$ cat src/rtl/mem_stream_reader.sv
// Sequential read master: streams `length` bytes from a 1-cycle-latency RAM through a 3-deep FIFO.
// Optional MEM_STREAM_READER_LAST_EN adds an m_last sideband carried through the FIFO.
module mem_stream_reader #(
  parameter int ADDR_W = 13,
  parameter int DATA_W = 8
) (
  input  logic              clk,
  input  logic              rst,
  input  logic              start,
  input  logic [ADDR_W-1:0] base_addr,
  input  logic [ADDR_W:0]   length,
  output logic              busy,
  output logic              done,
  output logic              mem_ena,
  output logic              mem_wea,
  output logic [ADDR_W-1:0] mem_addra,
  input  logic [DATA_W-1:0] mem_douta,
  output logic [DATA_W-1:0] m_data,
  output logic              m_valid,
`ifdef MEM_STREAM_READER_LAST_EN
  output logic              m_last,
`endif
  input  logic              m_ready
);

  localparam int FIFO_D = 3;
  localparam logic [ADDR_W-1:0] A_ONE = 1;
  localparam logic [ADDR_W:0]   L_ONE = 1;

  typedef enum logic [1:0] {S_IDLE, S_READ, S_DRAIN, S_DONE} state_t;

  state_t              state_q, state_d;
  logic [ADDR_W-1:0]   addr_q, addr_d;
  logic [ADDR_W:0]     rem_q, rem_d;
  logic                ena_q, ena_d;
  logic                rd_vld_q, rd_vld_d;
  logic                busy_q, busy_d;
  logic                done_q, done_d;
  logic [DATA_W-1:0]   fifo_q [FIFO_D];
  logic [DATA_W-1:0]   fifo_d [FIFO_D];
  logic [1:0]          wr_ptr_q, wr_ptr_d;
  logic [1:0]          rd_ptr_q, rd_ptr_d;
  logic [1:0]          cnt_q, cnt_d;
  logic                push, pop;
  logic [2:0]          pending;
`ifdef MEM_STREAM_READER_LAST_EN
  logic                ena_last_q, ena_last_d;
  logic                rd_last_q, rd_last_d;
  logic                fifo_last_q [FIFO_D];
  logic                fifo_last_d [FIFO_D];
`endif

  always_comb begin
    state_d  = state_q;
    addr_d   = addr_q;
    rem_d    = rem_q;
    ena_d    = 1'b0;
    rd_vld_d = ena_q;
    busy_d   = busy_q;
    done_d   = 1'b0;
    fifo_d   = fifo_q;
    wr_ptr_d = wr_ptr_q;
    rd_ptr_d = rd_ptr_q;
`ifdef MEM_STREAM_READER_LAST_EN
    ena_last_d  = 1'b0;
    rd_last_d   = ena_last_q;
    fifo_last_d = fifo_last_q;
`endif

    push = rd_vld_q;
    pop  = (cnt_q != 2'd0) && m_ready;
    // Credit covers buffered entries plus both RAM pipeline stages; a same-cycle pop frees one.
    pending = {1'b0, cnt_q} + {2'b0, rd_vld_q} + {2'b0, ena_q} - {2'b0, pop};

    if (push) begin
      fifo_d[wr_ptr_q] = mem_douta;
`ifdef MEM_STREAM_READER_LAST_EN
      fifo_last_d[wr_ptr_q] = rd_last_q;
`endif
      wr_ptr_d = (wr_ptr_q == 2'd2) ? 2'd0 : wr_ptr_q + 2'd1;
    end
    if (pop) begin
      rd_ptr_d = (rd_ptr_q == 2'd2) ? 2'd0 : rd_ptr_q + 2'd1;
    end
    cnt_d = cnt_q + {1'b0, push} - {1'b0, pop};

    case (state_q)
      S_IDLE: begin
        busy_d = 1'b0;
        if (start) begin
          busy_d = 1'b1;
          if (length == '0) begin
            state_d = S_DONE;
            done_d  = 1'b1;
          end else begin
            // First read goes out straight from IDLE so mem_ena rises the cycle after start.
            state_d = S_READ;
            ena_d   = 1'b1;
            addr_d  = base_addr;
            rem_d   = length - L_ONE;
`ifdef MEM_STREAM_READER_LAST_EN
            ena_last_d = (length == L_ONE);
`endif
          end
        end
      end
      S_READ: begin
        if (rem_q == '0) begin
          state_d = S_DRAIN;
        end else if (pending < 3'd3) begin
          ena_d  = 1'b1;
          addr_d = addr_q + A_ONE;
          rem_d  = rem_q - L_ONE;
`ifdef MEM_STREAM_READER_LAST_EN
          ena_last_d = (rem_q == L_ONE);
`endif
          if (rem_q == L_ONE) state_d = S_DRAIN;
        end
      end
      S_DRAIN: begin
        if (!ena_q && !rd_vld_q && (cnt_d == 2'd0)) begin
          state_d = S_DONE;
          busy_d  = 1'b0;
          done_d  = 1'b1;
        end
      end
      default: begin
        state_d = S_IDLE;
        busy_d  = 1'b0;
      end
    endcase
  end

  always_ff @(posedge clk or posedge rst) begin
    if (rst) begin
      state_q  <= S_IDLE;
      addr_q   <= '0;
      rem_q    <= '0;
      ena_q    <= 1'b0;
      rd_vld_q <= 1'b0;
      busy_q   <= 1'b0;
      done_q   <= 1'b0;
      fifo_q   <= '{default: '0};
      wr_ptr_q <= 2'd0;
      rd_ptr_q <= 2'd0;
      cnt_q    <= 2'd0;
`ifdef MEM_STREAM_READER_LAST_EN
      ena_last_q  <= 1'b0;
      rd_last_q   <= 1'b0;
      fifo_last_q <= '{default: 1'b0};
`endif
    end else begin
      state_q  <= state_d;
      addr_q   <= addr_d;
      rem_q    <= rem_d;
      ena_q    <= ena_d;
      rd_vld_q <= rd_vld_d;
      busy_q   <= busy_d;
      done_q   <= done_d;
      fifo_q   <= fifo_d;
      wr_ptr_q <= wr_ptr_d;
      rd_ptr_q <= rd_ptr_d;
      cnt_q    <= cnt_d;
`ifdef MEM_STREAM_READER_LAST_EN
      ena_last_q  <= ena_last_d;
      rd_last_q   <= rd_last_d;
      fifo_last_q <= fifo_last_d;
`endif
    end
  end

  assign busy      = busy_q;
  assign done      = done_q;
  assign mem_ena   = ena_q;
  assign mem_wea   = 1'b0;
  assign mem_addra = addr_q;
  assign m_data    = fifo_q[rd_ptr_q];
  assign m_valid   = (cnt_q != 2'd0);
`ifdef MEM_STREAM_READER_LAST_EN
  assign m_last    = m_valid && fifo_last_q[rd_ptr_q];
`endif

endmodule

$ cat config.mk
export PLATFORM = sky130hd
export DESIGN_NAME = mem_stream_reader
export DESIGN_NICKNAME = d
export VERILOG_FILES = /design/src/rtl/mem_stream_reader.sv
export SDC_FILE = /design/constraint.sdc
export NUM_CORES = 1
export LEC_CHECK = 0
export CAP_MARGIN = 10
export CORE_ASPECT_RATIO = 1.75
export CORE_MARGIN = 2
export CORE_UTILIZATION = 45
export CTS_BUF_LIST = sky130_fd_sc_hd__clkbuf_8
export DETAILED_ROUTE_END_ITERATION = 12
export PLACE_DENSITY = 0.7
export SLEW_MARGIN = 0
export SYNTH_ARGS = -nofsm -noshare
export SYNTH_HDL_FRONTEND = slang
export SYNTH_SLANG_ARGS = --single-unit
$ cat constraint.sdc
create_clock -name clk -period 3.45 [get_ports clk]
set_clock_uncertainty 0.1 [all_clocks]
set_input_delay 0.5175 -clock clk [delete_from_list [all_inputs] [get_ports clk]]
set_output_delay 0.5175 -clock clk [all_outputs]
set_load 0.01 [all_outputs]
## Word level (Yosys, flattened, before mapping)

Index checks and enable logic that the tools add are counted.

| word-level totals | value |
|---|---|
| input bits | 39 |
| register bits after elaboration | 63 |

| operators by class | value |
|---|---|
| bitwise operators | 3 |
| $add $sub $neg | 10 |
| order comparisons | 4 |
| equal/unequal tests | 12 |
| reduce and logical (&&, ||, !) cells | 15 |
| multiplexer cells | 37 |

Operators by type and width:

| kind | count |
|---|---|
| two-way mux 14 bit | 4 |
| two-way mux 13 bit | 4 |
| zero test 14 bit | 2 |
| one-hot mux 14 bit (2 select lines) | 1 |
| subtractor 14 x 1 -> 14 bit, second input constant | 2 |
| one-hot mux 13 bit (2 select lines) | 1 |
| bitwise mux 24 bit | 1 |
| two-way mux 8 bit | 3 |
| binary-select mux 8 bit (select 2 bit) | 1 |
| demux 8 bit (select 2 bit) | 1 |
| two-way mux 2 bit | 8 |
| == test 14 x 1 -> 1 bit, second input constant | 1 |
| adder 13 x 1 -> 13 bit, second input constant | 1 |
| != test 2 bit, second input constant | 5 |
| two-way mux 1 bit | 9 |
| == test 2 bit, second input constant | 3 |
| >= comparator 3 bit, second input constant | 2 |
| != test 3 bit, second input constant | 2 |
| NOT 2 -> 3 bit | 2 |
| one-hot mux 2 bit (3 select lines) | 1 |
| AND reduction 5 bit | 1 |
| adder 2 x 1 -> 2 bit, second input constant | 2 |
| logical AND 1 bit | 4 |
| zero test 2 bit | 2 |
| 15 further kinds | 18 |

## Depth between registers and ports, before layout

| depth | value |
|---|---|
| depth after elaboration | 7 |
| mapped depth | 14 |
| gate-level depth less buffers | 13 |

## Least setup slack after synthesis

Ideal clock, no wire load.

| timing path | value |
|---|---|
| path kind | reg2reg |
| start point | reg cnt_q[1] |
| end point | reg addr_q[12], in the netlist mem_addra[12] |
| slack | 282 ps |
| data required time | 3222 ps |
| cell stages (with the launch flop) | 15 |
| data arrival time | 2940 ps |
| cells stage by stage | dfrtp_1 -> inv_1 -> nand2_1 -> nand2_1 -> inv_1 -> ha_1 -> fa_1 -> inv_1 -> fa_1 -> nand2b_1 -> nand3_1 -> o21a_1 -> nor2_1 -> buf_2 -> a21oi_1 |

| on the way | value |
|---|---|
| longest elaborated chain between the ends | 6 |

RTL lines:

| element | RTL line | text |
|---|---|---|
| start, declared | 43 | `logic [1:0] cnt_q, cnt_d;` |
| start signal, assigned | 163 | `cnt_q <= cnt_d;` |
| nonzero test 2 bit | n/a |  |
| via m_valid | 19 | `output logic m_valid,` |
| logical AND 1 bit | 71 | `pop = (cnt_q != 2'd0) && m_ready;` |
| via pop | 44 | `logic push, pop;` |
| subtractor 3 x 1 -> 3 bit | 73 | `pending = {1'b0, cnt_q} + {2'b0, rd_vld_q} + {2'b0, ena_q} - {2'b0, pop};` |
| less-than comparator 3 x 2 -> 1 bit | 110 | `end else if (pending < 3'd3) begin` |
| != test 2 bit (no source line) | n/a |  |
| AND reduction 5 bit (no source line) | n/a |  |
| end signal, assigned | 154 | `addr_q <= addr_d;` |
| end, declared | 33 | `logic [ADDR_W-1:0] addr_q, addr_d;` |

The timed path passes the listed nets, and every way through them passes these cells.
A chain may end at the register's enable or synchronous reset.

## Worst setup path after layout

| timing path | value |
|---|---|
| start point | reg cnt_q[1] |
| end point | reg rem_q[5] |

| on the way | value |
|---|---|
| longest elaborated chain between the ends | 6 |

RTL lines:

| element | RTL line | text |
|---|---|---|
| nonzero test 2 bit | 71 |  |
| logical AND 1 bit | 71 |  |
| via pop | 44 |  |
| subtractor 3 x 1 -> 3 bit | 73 |  |
| less-than comparator 3 x 2 -> 1 bit | 110 |  |
| != test 2 bit (no source line) | n/a |  |
| AND reduction 5 bit (no source line) | n/a |  |
| end signal, assigned | 155 | `rem_q <= rem_d;` |
| end, declared | 34 | `logic [ADDR_W:0] rem_q, rem_d;` |

The timed path passes the listed nets, and every way through them passes these cells.

==> metrics.md <==
| Metric | Value |
|---|---|
| Syn Inst Count | 396 |
| Fin. Hold Viols | 0 |
| Top Ports | 65 |
| Power Density | ~960 mW/mm^2 |
| Critical Path RT | 3630 ps |
| Fin Hold WS | 301 ps |
| Crit path DAT | 3340 ps |
| DRC viols | 0 |
| CTS Hold Bufs | 0 |
| Crit path max-delay family | adder cells |
| Synth area leaders | dfrtp_1, mux2_2, nand2_1 |
| Vias in the first global route | ~3300 |
| Ys Warns | 0 |
| Cell Rows | 44 |
| Number of clock sinks | 63 |
| Slew margin rel. | 42.0% |
| Total power | 4.55 mW |
| CTS Buf Count | 9 |
| Async set or reset register ratio after synthesis | 100% |
| Slew Limit Fails | 0 |
| Vias | 3263 |
| Worst-Skew Late Latency | 340 ps |
| EDFF count, synth | 0 |
| Placed Instances | between 500 and 600 |
| Htree depth | 3 |
| Post_cts resized | 0 |
| Final min period | 3160 ps |
| Hold WC Path Type | in -> async |
| Cells along the critical path | inv_2 -> nand2_1 -> nand2_2 -> inv_1 -> ha_1 -> fa_1 -> inv_1 -> fa_1 -> nand2b_1 -> nand3_1 -> buf_4 -> o21a_1 -> nor2_1 -> buf_4 -> a22o_1 |
| First-pass DRT Iterations | 4 |
| Hpwl dp | 6.68 mm |
| Unrepaired setup endpoints after global routing | no |
| Final number of setup-violating endpoints | 0 |
| Initial DRC count | 190 |
| CTS Buffer Depth | 2 |
| Crit share post-route | 91.6% |
| Postcts setup bufs | 0 |
| Worst Path Buf+Inv | 5 |
| TritonCTS clock tree | done |
| Number of synthesized register bits | 63 |
| Critical path class | reg -> reg |
| Total global routing overflow | 0 |
| Post-Layout Inst Area | between 0.004 and 0.005 sq mm |
| Post-synthesis sequential area ratio | 41.8% |
| Max Cap Violations | 0 |
| Diode count | 0 |
| Synth top area share | around two fifths |
| Starting Density | 46.0% |
| Actual slew at the worst max-slew pin | approximately 870 ps |
| Leakage Power | 1.89 nW |
| Post-place setup slack | -54.6 ps |
| Worst Setup Start Kind | flip-flop |
| Ys flop type | dfrtp_1 |
| Mapped Area | 0.00377 sq mm |
| Max Clk Rate | 0.316 GHz |
| First-pass GRT wire length | 15.5 mm |
| Status | finished clean |
| Core Region | 0.00820 sq mm |
| Total Routing Usage GR | 21.3% |
| Maximum VDD drop | 0.000569 V |
| Routed WL per cell | 15.8 um |
| Type of destination of the critical path | flip-flop |
| WL final | about 8.9 mm |
| Final #Nets | 518 |
| Net Count, Synth | 448 |
| Final antenna-violating net count | 0 |
| Placed Area | 0.00455 sq mm |
| Share of cells above drive strength 1 | 14.9% |
| CP max stage delay | 430 ps |
| Worst-path clk slew | 70 ps |
| Finished Layout Cells | between 500 and 600 |
| Crit Path Max Fanout | 16 |
| Chip width | 73.2 um |
| Die Area | about 0.0092 sq mm |
| Gp weighted congestion | around 0.86 |
| Height of the die | 125 um |
| Vias per inst | 5.80 |
| Syn avg cell area | 9.53 sq um |
| TNS Setup | 0 ps |
| CTS root buf | clkbuf_8 |
| Initial antenna violation count | 0 |
| Largest net degree at the start of global routing | between 50 and 60 |
| Final worst slack | 288 ps |
| Synth-to-layout area growth | 25.9% |
| Synth area leader | dfrtp_1 |
| IO Port Bufs | 63 |
| Core Util, Final | 57.9% |
| Slowest-stage cell, CP | dfrtp_1 |
| Yosys cell types | 63 |
==> cells in the mapped netlist, drive strengths merged, types with 10 or more instances <==
cell,count
a21oi,17
a31oi,20
dfrtp,63
ha,11
inv,22
mux2,26
nand2,44
nand3,16
nor2,13
nor3,13
o21ai,33
o22ai,10
==> report_power, final <==
group | switching, mW | total (mW) | internal, mW | leakage [nW]
clock | 0.305 | 0.639 | 0.334 | 0.0956
sequential | 0.348 | 1.46 | 1.11 | 0.735
combinational | 1.24 | 2.45 | 1.22 | 1.06
==> area by class of cell <==
| class | instances | area [sq um] |
|---|---|---|
| Clock buffer | 9 | 124 |
| Fill cell | 732 | 3450 |
| Multi-Input combinational cell | 294 | 2040 |
| Sequential cell | 63 | 1580 |
| Tap cell | 92 | 115 |
| Clock inverter | 7 | 72.6 |
| Timing Repair Buffer | 76 | 741 |
| Inverter | 22 | 82.6 |
==> flip-flops by register name (all words and copies together), names as in the netlist <==
name       flops
fifo_q        24
push           1
done           1
busy           1
wr_ptr_q       2
state_q        2
mem_addra     13
rd_ptr_q       2
cnt_q          2
mem_ena        1
rem_q         14
==> layer usage <==
metal	share of wire (%)	track usage, %	up-vias
met3	4.2	4.19	15
li1	-	-	1595
met2	55	36.2	90
met1	39	25.9	1563
met5	0	0	-
met4	2.1	7.95	0
==> cell usage in the layout, fill, tap and decap left out, types with 5 or more instances in the layout <==
master | Yosys | final
dfrtp_1 | 63 | 63
clkdlybuf4s50_1 | 0 | 63
nand2_1 | 43 | 42
o21ai_0 | 31 | 31
mux2_2 | 25 | 25
inv_1 | 22 | 20
a31oi_1 | 20 | 20
a21oi_1 | 17 | 17
nand3_1 | 15 | 15
nor2_1 | 13 | 13
nor3_1 | 12 | 12
buf_4 | 2 | 12
ha_1 | 11 | 11
o22ai_1 | 10 | 10
mux2i_1 | 9 | 9
clkbuf_8 | 0 | 9
nand4_1 | 8 | 8
xnor2_1 | 8 | 8
nand2b_1 | 5 | 5
xor2_1 | 5 | 5
or3_1 | 5 | 5
==> final timing paths <==
check	slack [ps]	startpoint	cells past startpoint	to
max reg2reg	290	cnt_q[1]	15	rem_q[5]
min in group clk	350	mem_ena	0	push
max	290	cnt_q[1]	15	rem_q[5]
min	300	rst	2	mem_addra[10]
min reg2reg	350	mem_ena	0	push
max in group asynchronous	1950	rst	4	fifo_q[5]
==> kinds of logic after synthesis <==
logic type / share of synthesized area [%]
and+or+nand+nor: 18.2
xor gates and xnor gates: 3.68
DFF: 41.8
other: 0.0993
AOI/OAI and AO/OA: 17.2
adders and majority gates: 4.71
buffers and inverters: 4.21
muxes: 10.1
Power figures use the tool's default switching activity.
